[config.mk]
export PLATFORM = sky130hd
export DESIGN_NAME = ex_stage
export DESIGN_NICKNAME = d
export VERILOG_FILES = /design/src/rtl/ex_stage_pkg.sv /design/src/rtl/ex_muldiv.sv /design/src/rtl/ex_stage.sv
export SDC_FILE = /design/constraint.sdc
export NUM_CORES = 1
export LEC_CHECK = 0
export BUFFER_PORTS_ARGS = -buffer_cell sky130_fd_sc_hd__clkbuf_2
export CAP_MARGIN = 20
export CORE_UTILIZATION = 60
export CTS_BUF_LIST = sky130_fd_sc_hd__clkbuf_4
export CTS_CLUSTER_DIAMETER = 30
export DETAILED_ROUTE_END_ITERATION = 16
export PLACE_DENSITY = 0.83
export SLEW_MARGIN = 5
export SYNTH_ARGS = -nofsm -noshare
export SYNTH_HDL_FRONTEND = slang
export SYNTH_HIERARCHICAL = 1
export SYNTH_SLANG_ARGS = --single-unit
[constraint.sdc]
create_clock -name clk -period 9.4 [get_ports clk]
set_input_delay 1.41 -clock clk [delete_from_list [all_inputs] [get_ports clk]]
set_output_delay 1.41 -clock clk [all_outputs]
set_load 0.01 [all_outputs]
[src/rtl/ex_stage_pkg.sv]
// Shared definitions for the execute stage: widths, opcodes, FSM states,
// flag bit positions and the layout of the ID->EX handshake packet.
package ex_stage_pkg;

  localparam int DATA_W = 16;
  localparam int REG_AW = 4;
  localparam int OP_W   = 5;
  localparam int HS_W   = 42;
  localparam int CNT_W  = $clog2(DATA_W);

  // Handshake field offsets; bit HS_W-1 carries nothing.
  localparam int HS_RD_LSB  = 0;
  localparam int HS_OPC_LSB = HS_RD_LSB + REG_AW;
  localparam int HS_OPA_LSB = HS_OPC_LSB + OP_W;
  localparam int HS_OPB_LSB = HS_OPA_LSB + DATA_W;

  localparam int FLAG_Z = 3;
  localparam int FLAG_N = 2;
  localparam int FLAG_C = 1;
  localparam int FLAG_V = 0;

  localparam logic [OP_W-1:0] OP_MOV            = 5'd1;
  localparam logic [OP_W-1:0] OP_ADD            = 5'd2;
  localparam logic [OP_W-1:0] OP_SUB            = 5'd3;
  localparam logic [OP_W-1:0] OP_AND            = 5'd4;
  localparam logic [OP_W-1:0] OP_OR             = 5'd5;
  localparam logic [OP_W-1:0] OP_NOT            = 5'd6;
  localparam logic [OP_W-1:0] OP_CMP            = 5'd7;
  localparam logic [OP_W-1:0] OP_OB_CHECK       = 5'd8;
  localparam logic [OP_W-1:0] OP_VELOCITY_GUARD = 5'd9;
  localparam logic [OP_W-1:0] OP_MULT           = 5'd10;
  localparam logic [OP_W-1:0] OP_DIV            = 5'd11;
  localparam logic [OP_W-1:0] OP_MOVE_LEFT      = 5'd12;
  localparam logic [OP_W-1:0] OP_MOVE_RIGHT     = 5'd13;
  localparam logic [OP_W-1:0] OP_STOP           = 5'd14;
  localparam logic [OP_W-1:0] OP_CONTINUE       = 5'd15;

  typedef enum logic [1:0] {
    EX_IDLE = 2'd0,
    EX_EXEC = 2'd1,
    EX_ITER = 2'd2
  } ex_state_e;

  typedef struct packed {
    logic [DATA_W-1:0] op_b;
    logic [DATA_W-1:0] op_a;
    logic [OP_W-1:0]   opcode;
    logic [REG_AW-1:0] rd;
  } ex_pkt_t;

  function automatic logic [3:0] arith_flags(input logic [DATA_W-1:0] res,
                                             input logic carry,
                                             input logic ovf);
    logic [3:0] f;
    f         = '0;
    f[FLAG_Z] = (res == '0);
    f[FLAG_N] = res[DATA_W-1];
    f[FLAG_C] = carry;
    f[FLAG_V] = ovf;
    return f;
  endfunction

endpackage

[src/rtl/ex_muldiv.sv]
// Iterative unit, one bit per cycle for DATA_W cycles: shift-add multiply
// (low half) and, when EX_DIV_EN is defined, restoring unsigned divide.
module ex_muldiv
  import ex_stage_pkg::*;
(
  input  logic              clk,
  input  logic              reset_n,
  input  logic              start,
  input  logic [OP_W-1:0]   op,
  input  logic [DATA_W-1:0] a,
  input  logic [DATA_W-1:0] b,
  output logic              done,
  output logic [DATA_W-1:0] result,
  output logic              div0
);

  logic              running;
  logic [CNT_W-1:0]  cnt;
  logic [DATA_W-1:0] acc, x, y;
  logic [DATA_W-1:0] acc_n, x_n, y_n;
  logic              load_div;
  logic              is_div;

`ifdef EX_DIV_EN
  logic [DATA_W:0] shifted, diff;

  assign load_div = (op == OP_DIV);

  // Divide: acc is the partial remainder, x shifts the dividend out and the
  // quotient in. A zero divisor never borrows, so the quotient saturates.
  always_comb begin
    shifted = {acc, x[DATA_W-1]};
    diff    = shifted - {1'b0, y};
    acc_n   = acc;
    x_n     = x;
    y_n     = y;
    if (is_div) begin
      if (!diff[DATA_W]) begin
        acc_n = diff[DATA_W-1:0];
        x_n   = {x[DATA_W-2:0], 1'b1};
      end else begin
        acc_n = shifted[DATA_W-1:0];
        x_n   = {x[DATA_W-2:0], 1'b0};
      end
    end else begin
      acc_n = x[0] ? acc + y : acc;
      x_n   = x >> 1;
      y_n   = y << 1;
    end
  end

  assign result = is_div ? x_n : acc_n;
  assign div0   = is_div && (y == '0);
`else
  logic op_unused;
  assign op_unused = ^op;
  assign load_div  = 1'b0;

  always_comb begin
    acc_n = x[0] ? acc + y : acc;
    x_n   = x >> 1;
    y_n   = y << 1;
  end

  assign result = acc_n;
  assign div0   = 1'b0;
`endif

  // Combinational done lets the stage register the final value directly.
  assign done = running && (cnt == CNT_W'(DATA_W - 1));

  // NOTE: datapath registers are reset too; an aborted operation must not
  // leave stale operands that a later reset-free path could expose.
  always_ff @(posedge clk or negedge reset_n) begin
    if (!reset_n) begin
      running <= 1'b0;
      cnt     <= '0;
      acc     <= '0;
      x       <= '0;
      y       <= '0;
      is_div  <= 1'b0;
    end else if (start) begin
      running <= 1'b1;
      cnt     <= '0;
      acc     <= '0;
      is_div  <= load_div;
      x       <= load_div ? a : b;
      y       <= load_div ? b : a;
    end else if (running) begin
      acc     <= acc_n;
      x       <= x_n;
      y       <= y_n;
      cnt     <= cnt + CNT_W'(1);
      if (done) running <= 1'b0;
    end
  end

endmodule

[src/rtl/ex_stage.sv]
// Execute stage: accepts ID packets over req/ack, runs ALU/compare/mul/div/
// motion ops and drives the WB bus. EX_DIV_EN enables the divide path.
module ex_stage
  import ex_stage_pkg::*;
(
  input  logic              clk,
  input  logic              reset_n,
  input  logic              req,
  input  logic [HS_W-1:0]   handshake_data,
  output logic              ack,
  output logic [DATA_W-1:0] WB_data,
  output logic [REG_AW-1:0] WB_reg_addr,
  output logic              WB_reg_write,
  output logic [3:0]        flags,
  output logic              cmd_valid,
  output logic [OP_W-1:0]   cmd_op,
  output logic              busy,
  output logic              illegal
);

  ex_state_e state, state_n;
  ex_pkt_t   pkt;

  logic              capture, ack_n, md_start;
  logic              wb_write_n, cmd_valid_n, illegal_n;
  logic [DATA_W-1:0] wb_data_n;
  logic [REG_AW-1:0] wb_addr_n;
  logic [3:0]        flags_n;
  logic [OP_W-1:0]   cmd_op_n;
  logic [DATA_W:0]   sum, dif;

  logic              md_done, md_div0;
  logic [DATA_W-1:0] md_result;

  logic hs_unused;
  assign hs_unused = handshake_data[HS_W-1];

  assign busy = (state != EX_IDLE);

  ex_muldiv u_muldiv (
    .clk     (clk),
    .reset_n (reset_n),
    .start   (md_start),
    .op      (pkt.opcode),
    .a       (pkt.op_a),
    .b       (pkt.op_b),
    .done    (md_done),
    .result  (md_result),
    .div0    (md_div0)
  );

  // NOTE: every signal assigned here gets a default first, so no path can
  // leave one unassigned and infer a latch.
  always_comb begin
    state_n     = state;
    capture     = 1'b0;
    ack_n       = 1'b0;
    md_start    = 1'b0;
    wb_write_n  = 1'b0;
    wb_data_n   = WB_data;
    wb_addr_n   = WB_reg_addr;
    flags_n     = flags;
    cmd_valid_n = 1'b0;
    cmd_op_n    = cmd_op;
    illegal_n   = 1'b0;
    sum         = {1'b0, pkt.op_a} + {1'b0, pkt.op_b};
    dif         = {1'b0, pkt.op_a} - {1'b0, pkt.op_b};

    unique case (state)
      EX_IDLE: begin
        if (req && !ack) begin
          capture = 1'b1;
          ack_n   = 1'b1;
          state_n = EX_EXEC;
        end
      end
      EX_EXEC: begin
        state_n   = EX_IDLE;
        wb_addr_n = pkt.rd;
        case (pkt.opcode)
          OP_MOV: begin wb_write_n = 1'b1; wb_data_n = pkt.op_a; end
          OP_ADD: begin
            wb_write_n = 1'b1;
            wb_data_n  = sum[DATA_W-1:0];
            flags_n    = arith_flags(sum[DATA_W-1:0], sum[DATA_W],
                           (pkt.op_a[DATA_W-1] == pkt.op_b[DATA_W-1]) &&
                           (sum[DATA_W-1] != pkt.op_a[DATA_W-1]));
          end
          OP_SUB, OP_CMP: begin
            wb_write_n = (pkt.opcode == OP_SUB);
            wb_data_n  = (pkt.opcode == OP_SUB) ? dif[DATA_W-1:0] : WB_data;
            flags_n    = arith_flags(dif[DATA_W-1:0], dif[DATA_W],
                           (pkt.op_a[DATA_W-1] != pkt.op_b[DATA_W-1]) &&
                           (dif[DATA_W-1] != pkt.op_a[DATA_W-1]));
          end
          OP_AND: begin wb_write_n = 1'b1; wb_data_n = pkt.op_a & pkt.op_b; end
          OP_OR:  begin wb_write_n = 1'b1; wb_data_n = pkt.op_a | pkt.op_b; end
          OP_NOT: begin wb_write_n = 1'b1; wb_data_n = ~pkt.op_a; end
          OP_OB_CHECK: begin
            wb_write_n = 1'b1;
            wb_data_n  = (pkt.op_a < pkt.op_b) ? DATA_W'(1) : '0;
          end
          OP_VELOCITY_GUARD: begin
            wb_write_n = 1'b1;
            wb_data_n  = (pkt.op_a < pkt.op_b) ? pkt.op_a : pkt.op_b;
          end
`ifdef EX_DIV_EN
          OP_MULT, OP_DIV: begin md_start = 1'b1; state_n = EX_ITER; end
`else
          OP_MULT: begin md_start = 1'b1; state_n = EX_ITER; end
`endif
          OP_MOVE_LEFT, OP_MOVE_RIGHT, OP_STOP, OP_CONTINUE: begin
            cmd_valid_n = 1'b1;
            cmd_op_n    = pkt.opcode;
          end
          default: illegal_n = 1'b1;
        endcase
      end
      EX_ITER: begin
        if (md_done) begin
          wb_write_n = 1'b1;
          wb_data_n  = md_result;
          wb_addr_n  = pkt.rd;
          if (md_div0) flags_n[FLAG_V] = 1'b1;
          state_n    = EX_IDLE;
        end
      end
      default: state_n = EX_IDLE;
    endcase
  end

  // NOTE: sequential state uses non-blocking assignments so every register
  // samples pre-edge values regardless of statement order.
  always_ff @(posedge clk or negedge reset_n) begin
    if (!reset_n) begin
      state        <= EX_IDLE;
      pkt          <= '0;
      ack          <= 1'b0;
      WB_data      <= '0;
      WB_reg_addr  <= '0;
      WB_reg_write <= 1'b0;
      flags        <= '0;
      cmd_valid    <= 1'b0;
      cmd_op       <= '0;
      illegal      <= 1'b0;
    end else begin
      state        <= state_n;
      if (capture) pkt <= ex_pkt_t'(handshake_data[HS_W-2:0]);
      ack          <= ack_n;
      WB_data      <= wb_data_n;
      WB_reg_addr  <= wb_addr_n;
      WB_reg_write <= wb_write_n;
      flags        <= flags_n;
      cmd_valid    <= cmd_valid_n;
      cmd_op       <= cmd_op_n;
      illegal      <= illegal_n;
    end
  end

endmodule
Word-level counts from Yosys, hierarchy flattened
Index checks and enable logic that the tools add are counted.
W data, S select, Z words.
{ "totals": {"out_inout_bits": 34, "regBits": 129, "elab_cells": 108, "in_bits": 45} }
{ "classes": {"n_mux": 36, "bitwise": 3, "n_addsub": 4, "magnitude_cmp": 1, "n_reduce_logical": 21, "n_eq_ne": 25} }
{ "ops": {"columns": ["cell", "count"], "rows": [
  ["$mux W16", 10],
  ["$pmux W16 S8", 1],
  ["$eq A5 B4 Y1 const B", 7],
  ["$logic_not A16 Y1", 2],
  ["$pmux W16 S2", 1],
  ["$eq A5 B3 Y1 const B", 4],
  ["$add A16 B16 Y17", 1],
  ["$sub A16 B16 Y17", 1],
  ["$add A16 B16 Y16", 1],
  ["$and A16 B16 Y16", 1],
  ["$lt A16 B16 Y1", 1],
  ["$not A16 Y16", 1],
  ["$or A16 B16 Y16", 1],
  ["$pmux W4 S2", 2],
  ["$reduce_or A14 Y1", 1],
  ["$mux W1", 13],
  ["$mux W4", 3],
  ["$eq A5 B2 Y1 const B", 2],
  ["$ne A9 B1 Y1 const B", 1],
  ["$reduce_and A2 Y1", 4],
  ["$reduce_bool A2 Y1", 4],
  ["$reduce_or A7 Y1", 1],
  ["$mux W2", 3],
  ["$pmux W2 S3", 1],
  ["other kinds (16)", 23]
]} }

Longest topological paths before layout
Gate-level depths: netlist of run 1.
{ "depth": {"word_depth": 5, "depth_mapped": 13, "mapped_depth_nobuf": 13} }

Cells and area by module
The synthesis of run 1 kept the hierarchy.
{ "by_module_without_submodules": {"columns": ["module", "instances", "area_per_inst_um2", "seq_area_each_um2", "cells_per_inst"], "rows": [
  ["ex_stage", 1, 6286.0, 1901.8, 744],
  ["ex_muldiv", 1, 3214.3, 1326.3, 339]
]} }

Worst setup path before layout of run 1
OpenSTA, ideal clock, no wires.
{ "synth_timing": {"path_kind": "flip-flop to flip-flop", "from": "reg u_muldiv.y[0]", "to": "reg WB_data[14]", "path_slack_ps": 6445, "n_path_buf": 0, "setup_ps": 123, "stages_incl_launch_ff": 14, "arrival_ps": 2832, "synth_period_minus_slack_ps": 2955, "required_ps": 9277, "path_cell_list": "dfrtp_1 > ha_1 > fa_1 > a21o_1 > a21oi_1 > o21ai_0 > a311oi_1 > xnor2_1 > mux2_2 > nand2_1 > o21ai_0 > a2111oi_0 > o21ai_1 > o221a_2"} }
{ "synth_via": {"elab_chain_cells": 4} }
{ "synth_lines": {"columns": ["element", "line", "rtl"], "rows": [
  ["from (decl)", "ex_muldiv.sv:19", "logic [DATA_W-1:0] acc, x, y;"],
  ["from (signal assigned)", "ex_muldiv.sv:88", "y <= load_div ? b : a;"],
  ["from (signal assigned)", "ex_muldiv.sv:92", "y <= y_n;"],
  ["$add A16 B16 Y16", "ex_muldiv.sv:60", "acc_n = x[0] ? acc + y : acc;"],
  ["$mux W16", "ex_muldiv.sv:60", null],
  ["via md_result[14]", "ex_stage.sv:33", "logic [DATA_W-1:0] md_result;"],
  ["$mux W16", "ex_stage.sv:120", "if (md_done) begin"],
  ["$pmux W16 S2", "ex_stage.sv:69", "unique case (state)"],
  ["to (signal assigned)", "ex_stage.sv:150", "WB_data <= wb_data_n;"],
  ["to (decl)", "ex_stage.sv:11", "output logic [DATA_W-1:0] WB_data,"]
]} }
The timed path passes the listed nets, and every way through them passes these cells. The select of a mux whose other input is x is not followed.
A chain may end at the register's enable or synchronous reset.

Final worst setup path of run 1
Ends and elaborated chain as after synthesis.

==> reports/summary.txt, run 1 <==
worst r2r dst - WB_data[14]
RSZ-0062 raised after global routing - false
R2R depth - 13
Post-Layout Cell Count - 1349
total internal power - 2.07 mW
drt pass-1 iters - 6
H-tree depth - 4
Num CTS Buffers - 17
CP dominant cell by count - o21ai_0
area occupied by multi-input gates - 0.00581 sq mm
crit path max fanout - 3
DRT iter0 DRCs - 877
CTS Hold Buffers Added - 0
Layout area overhead - 8.09%
placed inst area - 0.00996 sq mm
critical path cell sequence - ha_1 > fa_1 > a21o_1 > a21oi_1 > o21ai_0 > a311oi_1 > xnor2_1 > mux2_2 > nand2_1 > o21ai_0 > a2111oi_0 > o21ai_1 > o221a_2
Layout Nets - 1244
GPL Wtd Cong - 0.991
WP data required - 9.83 ns
Die H - 128 um
Max-Cap Viols - 0
Yosys warnings - 6
Seq pwr share - 26.2%
largest stage delay on the critical path - 0.43 ns
syn nets - 1201
combinational cell fraction of total power - 64.3%
Worst Hold Margin - 0.487 ns
Top-Level Pins - 79
CP bufs+invs - 0
FP Rows - 45
Worst-Skew Late Latency - 0.55 ns
Clk network pwr share - 9.6%
post_cts resized - 0
fin crit share - 38.4%
vias per cell - 6.30
root buffer cell - clkbuf_4
Via Count - 8492
CTS tree - done
largest net degree at the start of global routing - 88
# clock sinks - 129
Core Region - 0.0153 sq mm
Max Slew Vio Count - 0
synthesized area per cell - 8.77 sq um
# setup viols final - 0
Tmin final - 3.61 ns
vias in the first global route - 7790
post-CTS setup buffer count - 0
area of the mapped netlist - 0.00950 sq mm
all-layer global routing usage - 31.8%
maximum clock frequency - 277 MHz
DIE AREA - 0.0163 sq mm
initial antenna violation count - 1
die span in x - 128 um
crit start category - flop
Antenna Violating Nets Remaining - 0
Psw - 2.16 mW
Worst Path Arrival - 4.04 ns
Hold Vio Cnt, Final - 0
DR DRC count - 0
Yosys cell types - 93
Slew headroom - 34.1%
Seq. cell area - 0.00323 sq mm
type of the most critical hold path - reg -> reg
clk slew on worst S/H paths - 0.12 ns
register area share after synthesis - 34.0%
Synth Instances - 1083
Worst VDD drop - 282 uV
CP Capture Type - flop
FF-to-FF Start - u_muldiv/y[0]
hold path start - cmd_op[2]
hold depth - 1
number of synthesized flops with an enable pin - 0
outcome - finished, final reports clean
global route overflow - 0
fraction of registers with async set/reset - 100%
Synth Register Bits - 129
wire per inst - 18.9 um
switching share of power - 51.1%
PD cells - 413 mW/mm^2
Starting Density - 62.0%
share of cells above drive strength 1 - 15.7%
HPWL Detailed - 18200 um
setup slack, reg-to-reg - 5.79 ns
final setup TNS - 0 ns
most common cell after layout, fill and taps aside - dfrtp_1
Top FF cell, synth - dfrtp_1
kind of critical path - reg -> reg
final instance area - 0.0103 sq mm
maximum buffer depth of the clock tree - 2
slowest CP cell - dfrtp_1
fillers - 1246
first-pass GRT wire length - 40500 um
static leakage - 4.65 nW
worst hold path endpoint - cmd_op[2]
Pwr Total - 4.24 mW
quantity of I/O buffers inserted on ports - 77
worst-margin pin slew - 0.980 ns
placed cell count - 1317
final WL - 25500 um
skew final - 0.0231 ns
delay-heaviest family, CP - compound AO/OA/AOI/OAI gates
highest-count cells in the layout ignoring fill and taps - 128 x dfrtp_1, 125 x nand2_1, 108 x o21ai_0, 86 x nor2_1, 76 x clkbuf_2
==> kinds of logic (layout without fill, tap and decap cells) <==
kind of cell	Yosys count	after routing	share of synthesized area, %
compound gates	317	317	23.0
xor+xnor	32	32	2.95
fa+ha+maj	73	73	9.85
buf+inv	120	174	5.04
flops	129	129	34.0
mux	75	75	8.32
other cells	1	2	0.0395
simple gates	336	336	16.8
==> per-layer routing <==
| layer | share of wire, % | wire [um] | vias up | global-route usage, % |
|---|---|---|---|---|
| met2 | 47 | 11900 | 395 | 49.3 |
| met1 | 43 | 11000 | 4075 | 44.7 |
| met5 | 0 | 0 | - | 0 |
| li1 | - | - | 3971 | - |
| met4 | 2.2 | 549 | 0 | 10.5 |
| met3 | 8.3 | 2110 | 51 | 6.43 |
==> stage by stage <==
stage          worst slack [ns]  util, %
2_1_floorplan              6.45        -
4_1_cts                    5.85     66.9
3_5_place_dp               5.89     65.0
3_3_place_gp               6.02     65.0
5_1_grt                    5.48     67.1
6_report                   5.79     67.1
==> worst max path at each step <==
stage               slack [ns]          start  cells after the start          end
CTS                       5.85  u_muldiv/y[0]                     13  WB_data[14]
global route              5.48       state[0]                      9  WB_data[11]
global placement          6.02  u_muldiv/y[0]                     13  WB_data[14]
floorplan                 6.45  u_muldiv/y[0]                     13  WB_data[14]
finish                    5.79  u_muldiv/y[0]                     13  WB_data[14]
detailed placement        5.89  u_muldiv/y[0]                     13  WB_data[14]
==> power by group through the flow <==
stage	logic [mW]	clock network (mW)	registers (mW)
6_report	2.72	0.406	1.11
5_1_grt	2.95	0.431	1.14
3_5_place_dp	2.64	0	1.11
3_3_place_gp	2.59	0	1.10
2_1_floorplan	2.07	0	0.996
4_1_cts	2.66	0.407	1.10
==> flip-flops by register name, indices dropped and copies added, names as in the netlist, 2 cells and up <==
signal,flops
pkt,41
u_muldiv/acc,16
flags,4
u_muldiv/x,16
u_muldiv/y,16
u_muldiv/cnt,4
cmd_op,5
WB_data,16
state,2
WB_reg_addr,4
==> Yosys cell counts, types with 5 or more instances <==
| cell | n | area (sq um) |
|---|---|---|
| a2111oi_0 | 6 | 52.6 |
| a211oi_1 | 8 | 60.1 |
| a21o_1 | 14 | 105 |
| a21oi_1 | 49 | 245 |
| a221oi_1 | 13 | 114 |
| a31oi_1 | 11 | 68.8 |
| and2_1 | 9 | 56.3 |
| and3_1 | 7 | 43.8 |
| buf_2 | 11 | 55.1 |
| clkbuf_1 | 41 | 154 |
| dfrtp_1 | 129 | 3230 |
| ha_1 | 70 | 876 |
| inv_1 | 58 | 218 |
| mux2_2 | 24 | 270 |
| mux2i_1 | 48 | 480 |
| nand2_1 | 125 | 469 |
| nand2b_1 | 10 | 62.6 |
| nand3_1 | 18 | 90.1 |
| nand3b_1 | 9 | 67.6 |
| nand4_1 | 7 | 43.8 |
| nor2_1 | 86 | 323 |
| nor2b_1 | 19 | 119 |
| nor3_1 | 9 | 45.0 |
| nor3b_1 | 6 | 45.0 |
| nor4_1 | 7 | 43.8 |
| o2111ai_1 | 7 | 61.3 |
| o211ai_1 | 11 | 82.6 |
| o21a_1 | 7 | 52.6 |
| o21ai_0 | 108 | 541 |
| o221ai_1 | 10 | 87.6 |
| o22a_1 | 5 | 43.8 |
| or3_1 | 7 | 43.8 |
| xnor2_1 | 25 | 219 |
| xor2_1 | 7 | 61.3 |
==> cell type report <==
class	count	share of cell area [%]
repair buffers	84	4.41
flip-flops and latches	129	31.4
well taps	211	2.57
clock buffers	20	1.46
clock inverters	10	1.35
diodes	1	0.0244
multi-input cells	834	56.5
inverters	60	2.19
Note: power is estimated with default switching activity, not from simulation.
==> inputs of run 2 (changes only) <==
==> constraint.sdc (replaced) <==
create_clock -name clk -period 3.4 [get_ports clk]
set_input_delay 0.51 -clock clk [delete_from_list [all_inputs] [get_ports clk]]
set_output_delay 0.51 -clock clk [all_outputs]
set_load 0.01 [all_outputs]
==> run 2 against run 1 <==
Effect of this change: combinational power grew to 2.9 times the previous value; largest power group unchanged; die area is the same; clock skew shrank 0.0066 ns; critical path depth is the same; sequential power grew to 2.7 times the previous value; global-route usage grew 2.2 points; sequential share of layout area shrank 0.66 points.
==> reports/summary.txt, run 2 (same netlist as run 1, synthesis figures left out) <==
Slew headroom - 47.2%
WP data required - 3.85 ns
Seq pwr share - 24.8%
DIE AREA - 0.0163 sq mm
Worst VDD drop - 800 uV
combinational cell fraction of total power - 66.1%
Worst-Skew Late Latency - 0.55 ns
Die H - 128 um
Top-Level Pins - 79
maximum clock frequency - 307 MHz
kind of critical path - reg -> reg
vias in the first global route - 8142
fin crit share - 95.9%
# clock sinks - 129
highest-count cells in the layout ignoring fill and taps - 128 x dfrtp_1, 125 x nand2_1, 107 x o21ai_0, 86 x nor2_1, 76 x clkbuf_2
FP Rows - 45
vias per cell - 6.36
max reg flops - 41
maximum buffer depth of the clock tree - 2
Psw - 6.22 mW
final worst setup slack - 0.139 ns
# setup viols final - 0
PD cells - 1150 mW/mm^2
final WL - 26800 um
Hold Vio Cnt, Final - 0
total internal power - 5.85 mW
most common cell after layout, fill and taps aside - dfrtp_1
skew final - 0.0165 ns
outcome - finished, final reports clean
quantity of I/O buffers inserted on ports - 77
root buffer cell - clkbuf_4
crit path max fanout - 3
global route overflow - 0
Tmin final - 3.26 ns
pre-CTS WS - -0.0128 ns
first-pass GRT wire length - 43100 um
all-layer global routing usage - 34.0%
critical path cell sequence - ha_1 > fa_2 > a21o_1 > a21oi_2 > o21ai_2 > a311oi_2 > xnor2_1 > mux2_2 > nand2_1 > o21ai_0 > a2111oi_1 > o21ai_1 > o221a_2
RSZ-0062 raised after global routing - false
fillers - 1224
Clk network pwr share - 9.1%
CTS Hold Buffers Added - 0
wire per inst - 19.5 um
Layout Nets - 1267
initial antenna violation count - 1
HPWL Detailed - 19500 um
post-layout util - 68.5%
crit start category - flop
Worst Hold Margin - 0.0149 ns
Core Region - 0.0153 sq mm
clk slew on worst S/H paths - 0.13 ns
worst-margin pin slew - 0.790 ns
Num CTS Buffers - 17
final setup TNS - 0 ns
static leakage - 4.76 nW
DR DRC count - 0
largest net degree at the start of global routing - 88
switching share of power - 51.5%
share of cells above drive strength 1 - 18.0%
die span in x - 128 um
Layout area overhead - 10.4%
H-tree depth - 4
Max Slew Vio Count - 0
DRT iter0 DRCs - 840
GPL Wtd Cong - 0.959
Via Count - 8744
CTS tree - done
CP Capture Type - flop
drt pass-1 iters - 5
slowest CP cell - dfrtp_1
Max-Cap Viols - 0
largest stage delay on the critical path - 0.42 ns
type of the most critical hold path - in -> async
Most flops, register - pkt
Worst Path Arrival - 3.71 ns
Starting Density - 62.0%
Antenna Violating Nets Remaining - 0
==> run 2: worst paths after layout <==
check,startpoint,endpoint,slack (ns),cells after the start
worst max-delay path,u_muldiv/y[0],WB_data[14],0.14,13
worst min-delay path,reset_n,WB_reg_addr[3],0.01,1
worst max register to register,u_muldiv/y[0],WB_data[14],0.14,13
worst min register to register,cmd_op[2],cmd_op[2],0.49,1
max in group asynchronous,reset_n,pkt[16],2.54,2
min in group clk,handshake_data[34],pkt[34],0.15,3
==> run 2: stage by stage <==
step	power, mW	cell area (sq um)	std cells
detailed placement	10.7	10200	1340
CTS	11.8	10500	1372
finish	12.1	10500	1374
floorplan	8.49	9500	1083
global placement	10.5	10200	1340
global route	12.9	10500	1374
==> run 2: critical path: cells and delay by family (launching register included) <==
family          cells  cell delay, ns
fa+ha+maj           2            0.60
flops               1            0.42
simple gates        1            0.10
xor+xnor            1            0.15
compound gates      8            1.61
mux                 1            0.29
==> run 2: per-layer routing <==
| metal | track usage (%) | vias to the layer above | share of wire (%) |
|---|---|---|---|
| met1 | 47.9 | 4211 | 43 |
| met5 | 0 | - | 0 |
| li1 | - | 4030 | - |
| met4 | 13.6 | 0 | 3.4 |
| met2 | 52.0 | 437 | 46 |
| met3 | 6.01 | 66 | 7.6 |
==> run 2: power by group through the flow <==
| stage | clock network [mW] | logic, mW | registers [mW] |
|---|---|---|---|
| 2_1_floorplan | 0 | 5.73 | 2.75 |
| 6_report | 1.10 | 7.97 | 3.00 |
| 4_1_cts | 1.11 | 7.76 | 2.96 |
| 5_1_grt | 1.18 | 8.69 | 3.07 |
| 3_3_place_gp | 0 | 7.52 | 2.95 |
| 3_5_place_dp | 0 | 7.68 | 2.98 |
==> run 2: timing repair <==
item | CTS | global route
buffers inserted | 0 | 1
setup endpoints to repair | 1 | 4
pin swaps | 3 | 4
gates resized for setup | 4 | 8
==> run 2: cell type report <==
cell class	instances	area (sq um)	area share, %
multi-input cells	834	5840	55.7
flip-flops and latches	129	3230	30.8
repair buffers	107	638	6.08
well taps	211	264	2.52
inverters	60	225	2.15
clock inverters	15	159	1.51
clock buffers	17	128	1.22
diodes	1	2.50	0.0239
